`src/rtl/rename_pkg.sv`:
```
// Shared rename-stage types: map image and checkpoint tag.
package rename_pkg;
    localparam int ARCH_REGS = 32;
    localparam int PREG_W    = 7;
    localparam int NUM_CKPT  = 4;

    typedef logic [0:ARCH_REGS-1][PREG_W-1:0] map_t;
    typedef logic [$clog2(NUM_CKPT)-1:0]      ckpt_tag_t;

    function automatic map_t identity_map();
        map_t m;
        for (int i = 0; i < ARCH_REGS; i++) m[i] = PREG_W'(i);
        return m;
    endfunction
endpackage

```
`src/rtl/ckpt_ctrl_if.sv`:
```
// Rename / branch-resolve / map-table bus of the checkpoint controller.
interface ckpt_ctrl_if #(parameter int NUM_CKPT = 4);
    logic                        branch_valid;
    rename_pkg::map_t            map_in;
    logic [$clog2(NUM_CKPT)-1:0] ckpt_tag;
    logic                        ckpt_full;
    logic                        resolve_valid;
    logic [$clog2(NUM_CKPT)-1:0] resolve_tag;
    logic                        resolve_mispredict;
    logic                        mispredict;
    rename_pkg::map_t            re_map;

    modport master (
        output branch_valid, map_in, resolve_valid, resolve_tag, resolve_mispredict,
        input  ckpt_tag, ckpt_full, mispredict, re_map
    );
    modport slave (
        input  branch_valid, map_in, resolve_valid, resolve_tag, resolve_mispredict,
        output ckpt_tag, ckpt_full, mispredict, re_map
    );
endinterface

```
`src/rtl/ckpt_store.sv`:
```
// Snapshot array: one write port, one combinational read port, no reset.
module ckpt_store
    import rename_pkg::*;
#(
    parameter int NUM_CKPT = 4
) (
    input  logic                        clk,
    input  logic                        we,
    input  logic [$clog2(NUM_CKPT)-1:0] widx,
    input  map_t                        wdata,
    input  logic [$clog2(NUM_CKPT)-1:0] ridx,
    output map_t                        rdata
);
    map_t mem [NUM_CKPT];

    always_ff @(posedge clk) begin
        if (we) mem[widx] <= wdata;
    end

    assign rdata = mem[ridx];
endmodule

```
`src/rtl/ckpt_ctrl.sv`:
```
// Branch checkpoint controller: allocate, in-order retire, mispredict restore.
// Optional CKPT_STATS_EN adds saturating alloc/restore/full-stall counters.
module ckpt_ctrl
    import rename_pkg::*;
#(
    parameter int NUM_CKPT = 4
) (
    input  logic        clk,
    input  logic        reset,
    ckpt_ctrl_if.slave  bus
`ifdef CKPT_STATS_EN
    ,
    output logic [31:0] stat_alloc_cnt,
    output logic [31:0] stat_restore_cnt,
    output logic [31:0] stat_full_stall_cnt
`endif
);
    localparam int TW = $clog2(NUM_CKPT);

    logic [TW:0]         head, tail, count;
    logic [TW-1:0]       head_idx, tail_idx, rtag;
    logic [NUM_CKPT-1:0] valid, done, epoch, squash;
    logic                full, restore, correct, alloc, retire;
    logic                mispredict_q;
    map_t                re_map_q, rd_map;

    assign head_idx = head[TW-1:0];
    assign tail_idx = tail[TW-1:0];
    assign rtag     = bus.resolve_tag;
    assign count    = tail - head;
    assign full     = (count == (TW+1)'(NUM_CKPT));

    assign restore = bus.resolve_valid &&  bus.resolve_mispredict && valid[rtag];
    assign correct = bus.resolve_valid && !bus.resolve_mispredict && valid[rtag];
    assign alloc   = bus.branch_valid && !full && !restore;
    assign retire  = valid[head_idx] && done[head_idx] && !restore;

    // Slots at or beyond the mispredicted tag in age order (relative to head) are younger.
    always_comb begin
        squash = '0;
        for (int i = 0; i < NUM_CKPT; i++) begin
            logic [TW-1:0] rel_i, rel_t;
            rel_i = TW'(i) - head_idx;
            rel_t = rtag - head_idx;
            squash[i] = (rel_i >= rel_t);
        end
    end

    ckpt_store #(.NUM_CKPT(NUM_CKPT)) u_store (
        .clk   (clk),
        .we    (alloc),
        .widx  (tail_idx),
        .wdata (bus.map_in),
        .ridx  (rtag),
        .rdata (rd_map)
    );

    always_ff @(posedge clk or posedge reset) begin
        if (reset) begin
            head         <= '0;
            tail         <= '0;
            valid        <= '0;
            done         <= '0;
            epoch        <= '0;
            mispredict_q <= 1'b0;
            re_map_q     <= identity_map();
        end else begin
            mispredict_q <= restore;
            if (restore) begin
                re_map_q <= rd_map;
                valid    <= valid & ~squash;
                done     <= done & ~squash;
                // The slot's epoch bit rebuilds the wrap bit so count is correct after rollback.
                tail     <= {epoch[rtag], rtag};
            end else begin
                if (correct) done[rtag] <= 1'b1;
                if (retire) begin
                    valid[head_idx] <= 1'b0;
                    done[head_idx]  <= 1'b0;
                    head            <= head + 1'b1;
                end
                if (alloc) begin
                    valid[tail_idx] <= 1'b1;
                    done[tail_idx]  <= 1'b0;
                    epoch[tail_idx] <= tail[TW];
                    tail            <= tail + 1'b1;
                end
            end
        end
    end

    assign bus.ckpt_tag   = tail_idx;
    assign bus.ckpt_full  = full;
    assign bus.mispredict = mispredict_q;
    assign bus.re_map     = re_map_q;

`ifdef CKPT_STATS_EN
    always_ff @(posedge clk or posedge reset) begin
        if (reset) begin
            stat_alloc_cnt      <= '0;
            stat_restore_cnt    <= '0;
            stat_full_stall_cnt <= '0;
        end else begin
            if (alloc && stat_alloc_cnt != '1)
                stat_alloc_cnt <= stat_alloc_cnt + 1'b1;
            if (mispredict_q && stat_restore_cnt != '1)
                stat_restore_cnt <= stat_restore_cnt + 1'b1;
            if (bus.branch_valid && full && stat_full_stall_cnt != '1)
                stat_full_stall_cnt <= stat_full_stall_cnt + 1'b1;
        end
    end
`endif
endmodule

```
`src/flat_wrapper.sv`:
```
// flat-port wrapper written by rule: the top's interface ports become plain ports
module ckpt_ctrl_flat import rename_pkg::*;
#(
    parameter int NUM_CKPT = 4
)
  (clk, reset, bus_branch_valid, bus_map_in, bus_resolve_valid, bus_resolve_tag, bus_resolve_mispredict, bus_ckpt_tag, bus_ckpt_full, bus_mispredict, bus_re_map);
  ckpt_ctrl_if #(.NUM_CKPT(NUM_CKPT)) bus_i ();
  input  logic clk;
  input  logic reset;
  input wire logic [$bits(bus_i.branch_valid)-1:0] bus_branch_valid;
  input wire logic [$bits(bus_i.map_in)-1:0] bus_map_in;
  input wire logic [$bits(bus_i.resolve_valid)-1:0] bus_resolve_valid;
  input wire logic [$bits(bus_i.resolve_tag)-1:0] bus_resolve_tag;
  input wire logic [$bits(bus_i.resolve_mispredict)-1:0] bus_resolve_mispredict;
  output wire logic [$bits(bus_i.ckpt_tag)-1:0] bus_ckpt_tag;
  output wire logic [$bits(bus_i.ckpt_full)-1:0] bus_ckpt_full;
  output wire logic [$bits(bus_i.mispredict)-1:0] bus_mispredict;
  output wire logic [$bits(bus_i.re_map)-1:0] bus_re_map;
  assign bus_i.branch_valid = bus_branch_valid;
  assign bus_i.map_in = bus_map_in;
  assign bus_i.resolve_valid = bus_resolve_valid;
  assign bus_i.resolve_tag = bus_resolve_tag;
  assign bus_i.resolve_mispredict = bus_resolve_mispredict;
  assign bus_ckpt_tag = bus_i.ckpt_tag;
  assign bus_ckpt_full = bus_i.ckpt_full;
  assign bus_mispredict = bus_i.mispredict;
  assign bus_re_map = bus_i.re_map;
  ckpt_ctrl #(.NUM_CKPT(NUM_CKPT)) u_core (.clk(clk), .reset(reset), .bus(bus_i));
endmodule
```
`config.mk`:
```
export PLATFORM = sky130hd
export DESIGN_NAME = ckpt_ctrl_flat
export DESIGN_NICKNAME = d
export VERILOG_FILES = /design/src/rtl/rename_pkg.sv /design/src/rtl/ckpt_ctrl_if.sv /design/src/rtl/ckpt_store.sv /design/src/rtl/ckpt_ctrl.sv /design/src/flat_wrapper.sv
export SDC_FILE = /design/constraint.sdc
export NUM_CORES = 1
export LEC_CHECK = 0
export ABC_AREA = 1
export BUFFER_PORTS_ARGS = -buffer_cell sky130_fd_sc_hd__buf_2
export CORE_UTILIZATION = 60
export DETAILED_ROUTE_END_ITERATION = 16
export PLACE_DENSITY = 0.81
export SLEW_MARGIN = 5
export SYNTH_ARGS = -nofsm -noshare
export SYNTH_HDL_FRONTEND = slang
export SYNTH_SLANG_ARGS = --single-unit
```
`constraint.sdc`:
```
create_clock -name clk -period 21.8 [get_ports clk]
set_input_delay 4.36 -clock clk [delete_from_list [all_inputs] [get_ports clk]]
set_output_delay 4.36 -clock clk [all_outputs]
set_load 0.01 [all_outputs]
```
# After elaboration in Yosys (flattened, before gate mapping)
# Memory sizes are Yosys's and may differ from the RTL's. A register that Yosys moved wholly into a read port is not among the register bits.
# Index checks and enable logic that the tools add are counted.
# classes
n_addsub,8
n_lt_le_gt_ge,10
eq_ne,1
n_mux,29
bitwise,11
n_reduce_logical,17
# ops
cell,count
4-bit two-way mux,10
4-bit bitwise AND,5
4-bit NOT,3
1-bit logical AND,11
"2-bit by 3-bit less-than comparator with 1-bit output, second input constant",3
1-bit two-way mux,9
1-bit binary-select mux with 2-bit select,4
2-bit greater-or-equal comparator,4
4-bit bitwise OR,2
"3-bit by 1-bit adder with 3-bit output, second input constant",2
1-bit demux with 2-bit select,3
"2-bit by 1-bit greater-or-equal comparator with 1-bit output, second input constant",3
3-bit two-way mux,2
4-bit bitwise mux,1
2-bit AND reduction,2
"1-bit by 2-bit subtractor with 2-bit output, first input constant",2
"2-bit subtractor, first input constant",2
"3-bit == test, second input constant",1
1-bit zero test,3
3-bit subtractor,1
2-bit nonzero test,1
2-bit subtractor,1
1-bit NOT,1
# totals
ff_bits,19
ramBits,896
input_bits,231
out_inout_bits,228
elab_cells,83
n_memories,1
# memory_table
name,words,word_bits,read_ports,rd_ports_with_merged_regs,write_ports,line,source
u_core.u_store.mem,4,224,1,1,1,ckpt_store.sv:14,map_t mem [NUM_CKPT];

# Depth between registers and ports, before layout
# Gate-level depths: netlist (run 1).
# depth
ltp_word,13
depth_mapped,13
depth_no_buf,12

# Modules after synthesis
# Synthesis (run 1) repeated with hierarchy kept, for this count alone.
# hier_totals
hier_cells,4674
hier_area_um2,47770.8
# by_module_without_submodules
module,n_inst,cells_each,area_per_inst_um2,seq_area_each_um2
ckpt_store,1,3517,37692.4,26905.8
ckpt_ctrl,1,1157,10078.4,6180.9

# Worst setup path before layout (run 1)
# OpenSTA, ideal clock, no wires.
# synth_timing
path_kind,input-to-reg
start,in bus_resolve_tag[0]
end,"mem u_core.u_store.mem[0][0] in the netlist's numbering, enable pin"
setup_ps,814
arrival_time_ps,14416
required_ps,20986
path_slack_ps,6570
stages,10
n_path_buf,2
path_cell_list,buf_6 inv_4 nand2_1 nand2_1 nand2_1 nand2_2 nand2_2 buf_4 nand3_1 nor2_1
# synth_between
elab_chain_cells,7
# synth_rtl
item,line,source
start: declaration,flat_wrapper.sv:13,input wire logic [$bits(bus_i.resolve_tag)-1:0] bus_resolve_tag;
1-bit binary-select mux with 2-bit select,ckpt_ctrl.sv:33,assign restore = bus.resolve_valid && bus.resolve_mispredict && valid[rtag];
1-bit two-way mux (implied by the code),ckpt_ctrl.sv:33,
1-bit logical AND,ckpt_ctrl.sv:33,
1-bit zero test,ckpt_ctrl.sv:35,assign alloc = bus.branch_valid && !full && !restore;
1-bit logical AND,ckpt_ctrl.sv:35,
1-bit two-way mux,ckpt_store.sv:17,if (we) mem[widx] <= wdata;
1-bit two-way mux (implied by the code),ckpt_store.sv:17,
end: declaration,ckpt_store.sv:14,
# Every way passes these cells. The select of a mux whose other input is x is not followed.

# Final worst setup path (run 1)
# layout_timing
start,in bus_resolve_tag[0]
end,"mem u_core.u_store.mem[2][111] in the netlist's numbering, enable pin"
# Same word-level chain as after synthesis.

==> results of run 1 <==
power by group through the flow:
stage	Combinational (mW)	Sequential, mW	Clock, mW
6_report	1.09	3.23	1.85
5_1_grt	1.20	3.27	1.95
4_1_cts	1.10	3.22	1.87
3_5_place_dp	1.09	3.26	0
3_3_place_gp	1.06	3.24	0
2_1_floorplan	0.525	3.45	0
final timing paths:
| path | endpoint | slack (ps) | depth (start not counted) |
|---|---|---|---|
| max in group asynchronous | u_core.bus.re_map[192] | 16610 | 3 |
| min | u_core.bus.re_map[8] | 460 | 2 |
| max | u_core.u_store.mem[2][111] | 13400 | 12 |
| min in group asynchronous | u_core.bus.re_map[166] | 3750 | 2 |
| max reg2reg | u_core.u_store.mem[2][111] | 16930 | 10 |
| min reg2reg | u_core.bus.re_map[8] | 460 | 2 |
synthesized netlist by cell type (all sizes together):
master and number:
a21boi 1, a21oi 3, a22oi 224, buf 112, clkbuf 42, dfrtp 163, dfstp 80, edfxtp 896
ha 12, inv 27, nand2 1210, nand3 248, nand4 2, nor2 10, nor3b 1, o21ai 10
xor2 5
worst reg2reg max path, delay by kind of cell, from the launching register on:
kind | cells | cell delay [ps]
buf+inv | 4 | 2690
simple gates | 4 | 790
flops | 1 | 460
fa+ha+maj | 1 | 340
compound gates | 1 | 150
area by class of cell:
type                       instances  area [um2]
multi-input combinational       1726        7870
fill                            4300       20400
clock inverter                    48         539
antenna                           30        75.1
timing repair buffer             487        2550
tap                              931        1160
clock buffer                     153        3020
sequential                      1139       33100
inverter                          27         126
state kept, by name, summed over array words and instances (netlist names):
register	count
u_core.bus.mispredict	1
u_core.tail	3
u_core.bus.re_map	224
u_core.u_store.mem	896
u_core.done	4
u_core.epoch	4
u_core.valid	4
u_core.head	3
stage by stage:
| step | setup slack (ps) | instance area (um2) | hold WS (ps) | util [%] |
|---|---|---|---|---|
| after detailed placement | 12720 | 44800 | 456 | 65.1 |
| final | 13400 | 48400 | 465 | 70.4 |
| after global placement | 12780 | 44800 | 454 | 65.1 |
| after floorplan | 6570 | 41800 | 442 | - |
| after CTS | 13360 | 48400 | 467 | 70.3 |
| after global routing | 13100 | 48400 | 477 | 70.3 |
cells in the final DEF, fill, tap and decap left out, types with 2 or more instances in the layout:
master and count:
buf_12 3, clkinv_4 3, o21ai_0 10, inv_16 2, clkbuf_1 30, nor2_4 8, dfstp_2 80, clkinv_16 2
ha_1 12, inv_8 3, buf_4 26, clkbuf_8 15, nand4_1 2, nor2_1 2, clkinv_1 8, inv_6 4
clkinv_2 20, clkbuf_16 108, bufinv_16 8, edfxtp_1 896, nand2_1 1208, inv_1 22, a21oi_1 3, diode_2 30
nand3_1 248, buf_2 458, xor2_1 5, dfrtp_1 163, a22oi_1 224
routing by layer:
| layer | up-vias | share of wire, % | GRT usage, % |
|---|---|---|---|
| met5 | - | 0.25 | 0 |
| met4 | 38 | 3.7 | 11.6 |
| met3 | 230 | 8.3 | 6.93 |
| met2 | 1198 | 50 | 43.8 |
| met1 | 12900 | 38 | 33.5 |
| li1 | 11700 | - | - |
cell families (layout without fill, tap and decap cells):
family	after synthesis	in the layout
AOI/OAI and AO/OA	238	238
buffers and inverters	181	715
adders and majority gates	12	12
xor gates and xnor gates	5	5
DFF	1139	1139
other	0	30
and+or+nand+nor	1471	1471
==> key figures, run 1 <==
Logic synthesis
  • XOR/XNOR Fraction of Synth Area: 0.105%
  • YS warnings: 0
  • Syn Area/Cell: roughly 14 um2
  • FF+latch count, synth: 1139
  • Net Count, Synth: 3289
  • Sequential area share after synthesis: between 70% and 80%
  • Largest family of logic cells by synthesized area: simple AND/OR/NAND/NOR gates
  • Synth Area in Compound Gates: around 4.2%
  • Yosys cell types: 25
  • Post-synth top area share: 64.3%
  • Mux cell area share after synthesis: 0%
  • Synth Area in Adders: less than 1%
  • Ranking of synthesized cells by area: edfxtp_1 64%, nand2_1 11%, dfrtp_1 9.8%
  • Synth area leader: edfxtp_1
  • Simple-Gate Fraction of Synth Area: 14.0%
  • Cells after Synth: 3046
  • Cell area after synthesis: 41800 um2

GRT
  • Initial antenna violation count: 47
  • Pin count of the biggest net entering global routing: around 150
  • Global route total overflow: 0
  • Global-route wire length before repair: ~140000 um
  • Vias in the first global route: 25700
  • Total global-route track usage: 26.6%

Clock tree
  • Num CTS Buffers: between 100 and 150
  • Post-CTS Hold Buffers: 0
  • Postcts setup bufs: 0
  • H-tree Lvls: 3
  • Clock Sinks: about 1100
  • CTS Root Cell: clkbuf_16
  • Clock latency on the worst-skew pair: 670 ps
  • Clk pin slew, worst setup/hold paths: 60 ps
  • CTS Buffer Depth: 3
  • CTS tree: yes
  • CTS resizes: 0

Power and ir drop
  • Power per Cell Area: 128 nW/um2
  • Logic gate share of total power: 17.7%
  • Clock share of power: 30.0%
  • Peak VDD IR: 0.0988 mV
  • Tot Pwr: 6.18 mW
  • Leakage: 19.2 nW
  • Internal power: 4.41 mW
  • Sw power: 1.77 mW
  • Flop pwr share: 52.3%
  • Switch share: 28.6%

Setup path
  • FF-to-FF Start: u_core.head[1]
  • CP Capture Type: register
  • Worst-path cell chain: buf_2 > inv_4 > nand2_1 > nand2_1 > nand2_1 > nand2_2 > nand2_8 > nand3_1 > nor2_4 > buf_4 > buf_4 > buf_4
  • Worst Path Class, Setup: in -> reg
  • CP max-delay cell: buf_4
  • CP startpoint kind: input pin
  • Critical path required time: ~22000 ps
  • Worst-path fanout max: 84
  • Setup crit start: bus_resolve_tag[0]
  • CP peak stage delay: 910 ps
  • CP delay by family, top: buffers and inverters
  • Crit path DAT: 8700 ps
  • Worst path bufs/invs: 5

Timing
  • Skew final: 20.4 ps
  • RSZ-0062 raised after global routing: no
  • Setup_tns: 0 ps
  • Final min period: around 8400 ps
  • Slew Limit Fails: 0
  • Fmax: 119 MHz
  • Slew margin rel.: about 22%
  • Final worst path period share: approximately two fifths
  • Worst slew pin tran: 1170 ps
  • Final setup vio count: 0
  • Hold Vio Cnt, Final: 0

Drt
  • Drt first pass iters: 5
  • Vias per cell: 5.72
  • Routed via count: 26000
  • DRC violations left: 0
  • Total Routed Length: 95000 um
  • DR WL/cell: approximately 21 um
  • Final ANT Viol Nets: 0
  • Drt initial violations: 2540

Die
  • Die Ht: 266 um
  • Io pins: 459
  • Num rows: 96
  • Core area: 68800 um2
  • Die area: 70800 um2
  • Initial Utilization: 60.8%
  • Chip Width: around 270 um

Outcome
  • Status: finished, final reports clean

Final layout
  • NumNets Final: 3730
  • Layout cells sized above 1: roughly a fifth
  • Synth-to-Final Area Change: 15.8%
  • Finished Layout Cells: 4541

Hold path
  • Hold WC Path Type: reg -> reg
  • Hold wc startpoint: u_core.bus.re_map[8]

Placed design
  • Dpl cells: 4310
  • Port Buffer Count: 458
  • Post-DP HPWL: 52300 um
  • Placer Congestion: ~0.8

Run
  • Max Cap Viol: 0
(Power assumes the default switching activity.)
==> run 2: changes to the inputs <==
CORE_UTILIZATION = 58   (was 60)
PLACE_DENSITY = 0.79   (was 0.81)
clock period = 8.7 ns   (was 21.8 ns; I/O delays follow)
==> run 2 against run 1 <==
Count of clock-buffer cells in the layout increased by 15. Sequential share of layout area is 0.25 points lower. Critical path depth is 2 lower. Register-to-register slack got worse by 12000 ps. Routed wire length increased by 1.2%. Sequential power grew to 2.5 times the previous value. Cell count is 0.35% higher. Worst hold slack better by 0.72 ps. Critical endpoint is now u_core.u_store.mem[2][145].
==> key figures, run 2 (same netlist as run 1, synthesis figures left out) <==
Outcome
  • Status: finished, final reports clean

Die
  • Chip Width: 271 um (+1.7%)
  • Io pins: 459 (unchanged)
  • Num rows: 98 (+2.1%)
  • Initial Utilization: 58.6% (-2.2 points)
  • Core area: 71400 um2 (+3.7%)
  • Die Ht: 271 um (+1.7%)
  • Die area: 73200 um2 (+3.4%)

Power and ir drop
  • Leakage: 19.3 nW (+0.22%)
  • Switch share: 28.5% (-0.11 points)
  • Peak VDD IR: 0.335 mV (+240%)
  • Internal power: 11.1 mW (+150%)
  • Flop pwr share: 51.9% (-0.4 points)
  • Logic gate share of total power: 17.8% (about the same)
  • Sw power: 4.44 mW (+150%)
  • Power per Cell Area: 321 nW/um2 (+150%)
  • Tot Pwr: 15.6 mW (+150%)
  • Clock share of power: 30.4% (+0.4 points)

Drt
  • Met3 wire len: 7700 um (-2.2%)
  • Met1 Wirelength: 37800 um (+4.2%)
  • Drt initial violations: 2597 (+2.2%)
  • DR WL/cell: 21.1 um (+0.88%)
  • DRC violations left: 0 (unchanged)
  • Drt first pass iters: 8 (+3)
  • Met2 routed WL: 47100 um (about the same)
  • Top Metal Used: met5
  • Routed via count: 25700 (-1.0%)
  • Total Routed Length: 96100 um (+1.2%)
  • Vias per cell: 5.65 (-1.4%)
  • Final ANT Viol Nets: 0 (unchanged)

Timing
  • Fmax: 227 MHz
  • Worst setup margin: 4300 ps (-9090 ps)
  • Final worst path period share: 50.5%
  • Setup_tns: 0 ps (unchanged)
  • Slew margin rel.: 32.0% (+10 points)
  • Hold_ws: 466 ps (+0.719 ps)
  • Skew final: 23.5 ps (+3.02 ps)
  • Slew Limit Fails: 0 (unchanged)
  • Worst slew pin tran: 1020 ps (-153 ps)
  • Final min period: 4400 ps
  • Final setup vio count: 0 (unchanged)
  • Hold Vio Cnt, Final: 0 (unchanged)
  • RSZ-0062 raised after global routing: no

GRT
  • Pin count of the biggest net entering global routing: 173 (+15%)
  • Global-route wire length before repair: 147000 um (+2.4%)
  • Initial antenna violation count: 34 (-28%)
  • Vias in the first global route: 25700 (-0.18%)
  • Global route total overflow: 0 (unchanged)
  • Total global-route track usage: 26.2% (-0.41 points)

Setup path
  • Worst Path Class, Setup: in -> reg
  • Worst-path cell chain: buf_2 > inv_4 > nand2_1 > nand2_1 > nand2_1 > nand2_2 > nand2_8 > nand3_1 > nor2_4 > buf_12
  • Worst path bufs/invs: 3 (-2)
  • R2R depth: 8 (-2)
  • Worst-path fanout max: 104 (+24%)
  • R2R setup slack: 5050 ps (-11880 ps)
  • CP Depth: 10 (-2)
  • Top cell by count, worst path: nand2_1
  • CP startpoint kind: input pin
  • Critical path required time: 8990 ps (-13100 ps)
  • CP delay by family, top: simple AND/OR/NAND/NOR gates
  • CP peak stage delay: 800 ps (-110 ps)
  • CP max-delay cell: nor2_4
  • CP Capture Type: register
  • Crit path DAT: 4690 ps (-4010 ps)

Final layout
  • Commonest non-fill, non-tap cell in the layout: nand2_1
  • Most frequent cells in the layout: 1208 x nand2_1, 896 x edfxtp_1, 458 x buf_2
  • Largest Register: u_core.u_store.mem
  • Max reg flops: 896 (unchanged)
  • Layout cells sized above 1: 20.8% (about the same)
  • Synth-to-Final Area Change: 16.2%
  • NumNets Final: 3731 (+0.027%)
  • Final core occ: 68.1% (-2.3 points)

Clock tree
  • H-tree Lvls: 3 (unchanged)
  • Clk pin slew, worst setup/hold paths: 60 ps (about the same)
  • CTS tree: yes
  • Clock Sinks: 1139 (unchanged)
  • CTS resizes: 0 (unchanged)
  • CTS Buffer Depth: 3 (unchanged)
  • Num CTS Buffers: 110 (+3.8%)
  • Clock latency on the worst-skew pair: 670 ps (about the same)
  • Postcts setup bufs: 0 (unchanged)
  • Post-CTS Hold Buffers: 0 (unchanged)
  • CTS Root Cell: clkbuf_16

Placed design
  • Port Buffer Count: 458 (unchanged)
  • Post-DP HPWL: 51300 um (-1.8%)
  • Dpl ws: 3640 ps (-9080 ps)
  • Placer Congestion: 0.868 (+8.6%)

Hold path
  • Hold Path Cell Cnt: 2 (unchanged)
  • Hold WC Path Type: reg -> reg

Run
  • Max Cap Viol: 0 (unchanged)
-- run 2: changes by cell type in the layout (fill, tap and decap cells not counted), moves of 5 or more --
cell | before | now
buf_12 | 3 | 10
buf_4 | 26 | 16
clkbuf_1 | 30 | 36
clkbuf_16 | 108 | 114
clkinvlp_4 | 1 | 6
diode_2 | 30 | 21
-- run 2: worst paths after layout --
check                                            from                    endpoint
worst max-delay path               bus_resolve_tag[0]  u_core.u_store.mem[2][145]
worst min-delay path            u_core.bus.re_map[81]       u_core.bus.re_map[81]
worst max register to register         u_core.head[1]  u_core.u_store.mem[2][145]
worst min register to register  u_core.bus.re_map[81]       u_core.bus.re_map[81]
max in group asynchronous                       reset       u_core.bus.re_map[78]
min in group asynchronous                       reset      u_core.bus.re_map[131]
-- run 2: power by group through the flow --
stage	clock network [mW]	registers [mW]	logic, mW
2_1_floorplan	0	8.47	1.32
3_3_place_gp	0	8.11	2.70
3_5_place_dp	0	8.15	2.78
4_1_cts	4.79	8.07	2.80
5_1_grt	5.00	8.19	3.03
6_report	4.73	8.09	2.77
-- run 2: layout make-up --
cell class                      count  area, um2
Clock inverter                     42        437
Antenna cell                       21       52.6
Clock buffer                      168       3240
Sequential cell                  1139      33100
Timing Repair Buffer              484       2610
Inverter                           27        126
Fill cell                        4763      22800
Tap cell                          950       1190
Multi-Input combinational cell   1726       7870
-- run 2: routing by layer --
| layer | vias to the layer above | track usage (%) |
|---|---|---|
| met5 | - | 0 |
| met4 | 28 | 11.1 |
| met3 | 207 | 5.32 |
| met2 | 1133 | 42.8 |
| met1 | 12700 | 34.5 |
| li1 | 11700 | - |
-- run 2: stage by stage --
step,instance area [um2],cells
after global routing,48600,4552
after detailed placement,44900,4326
final,48600,4557
after floorplan,41800,3046
after CTS,48600,4536
after global placement,44900,4326
-- run 2: worst register-to-register path, stage by stage (launching register included) --
cell and delay, ps:
dfrtp_1 480, inv_1 180, ha_1 340, a21oi_1 180, nand2_1 80, nand3_1 220, nand3_1 310, nor2_4 800
buf_12 550
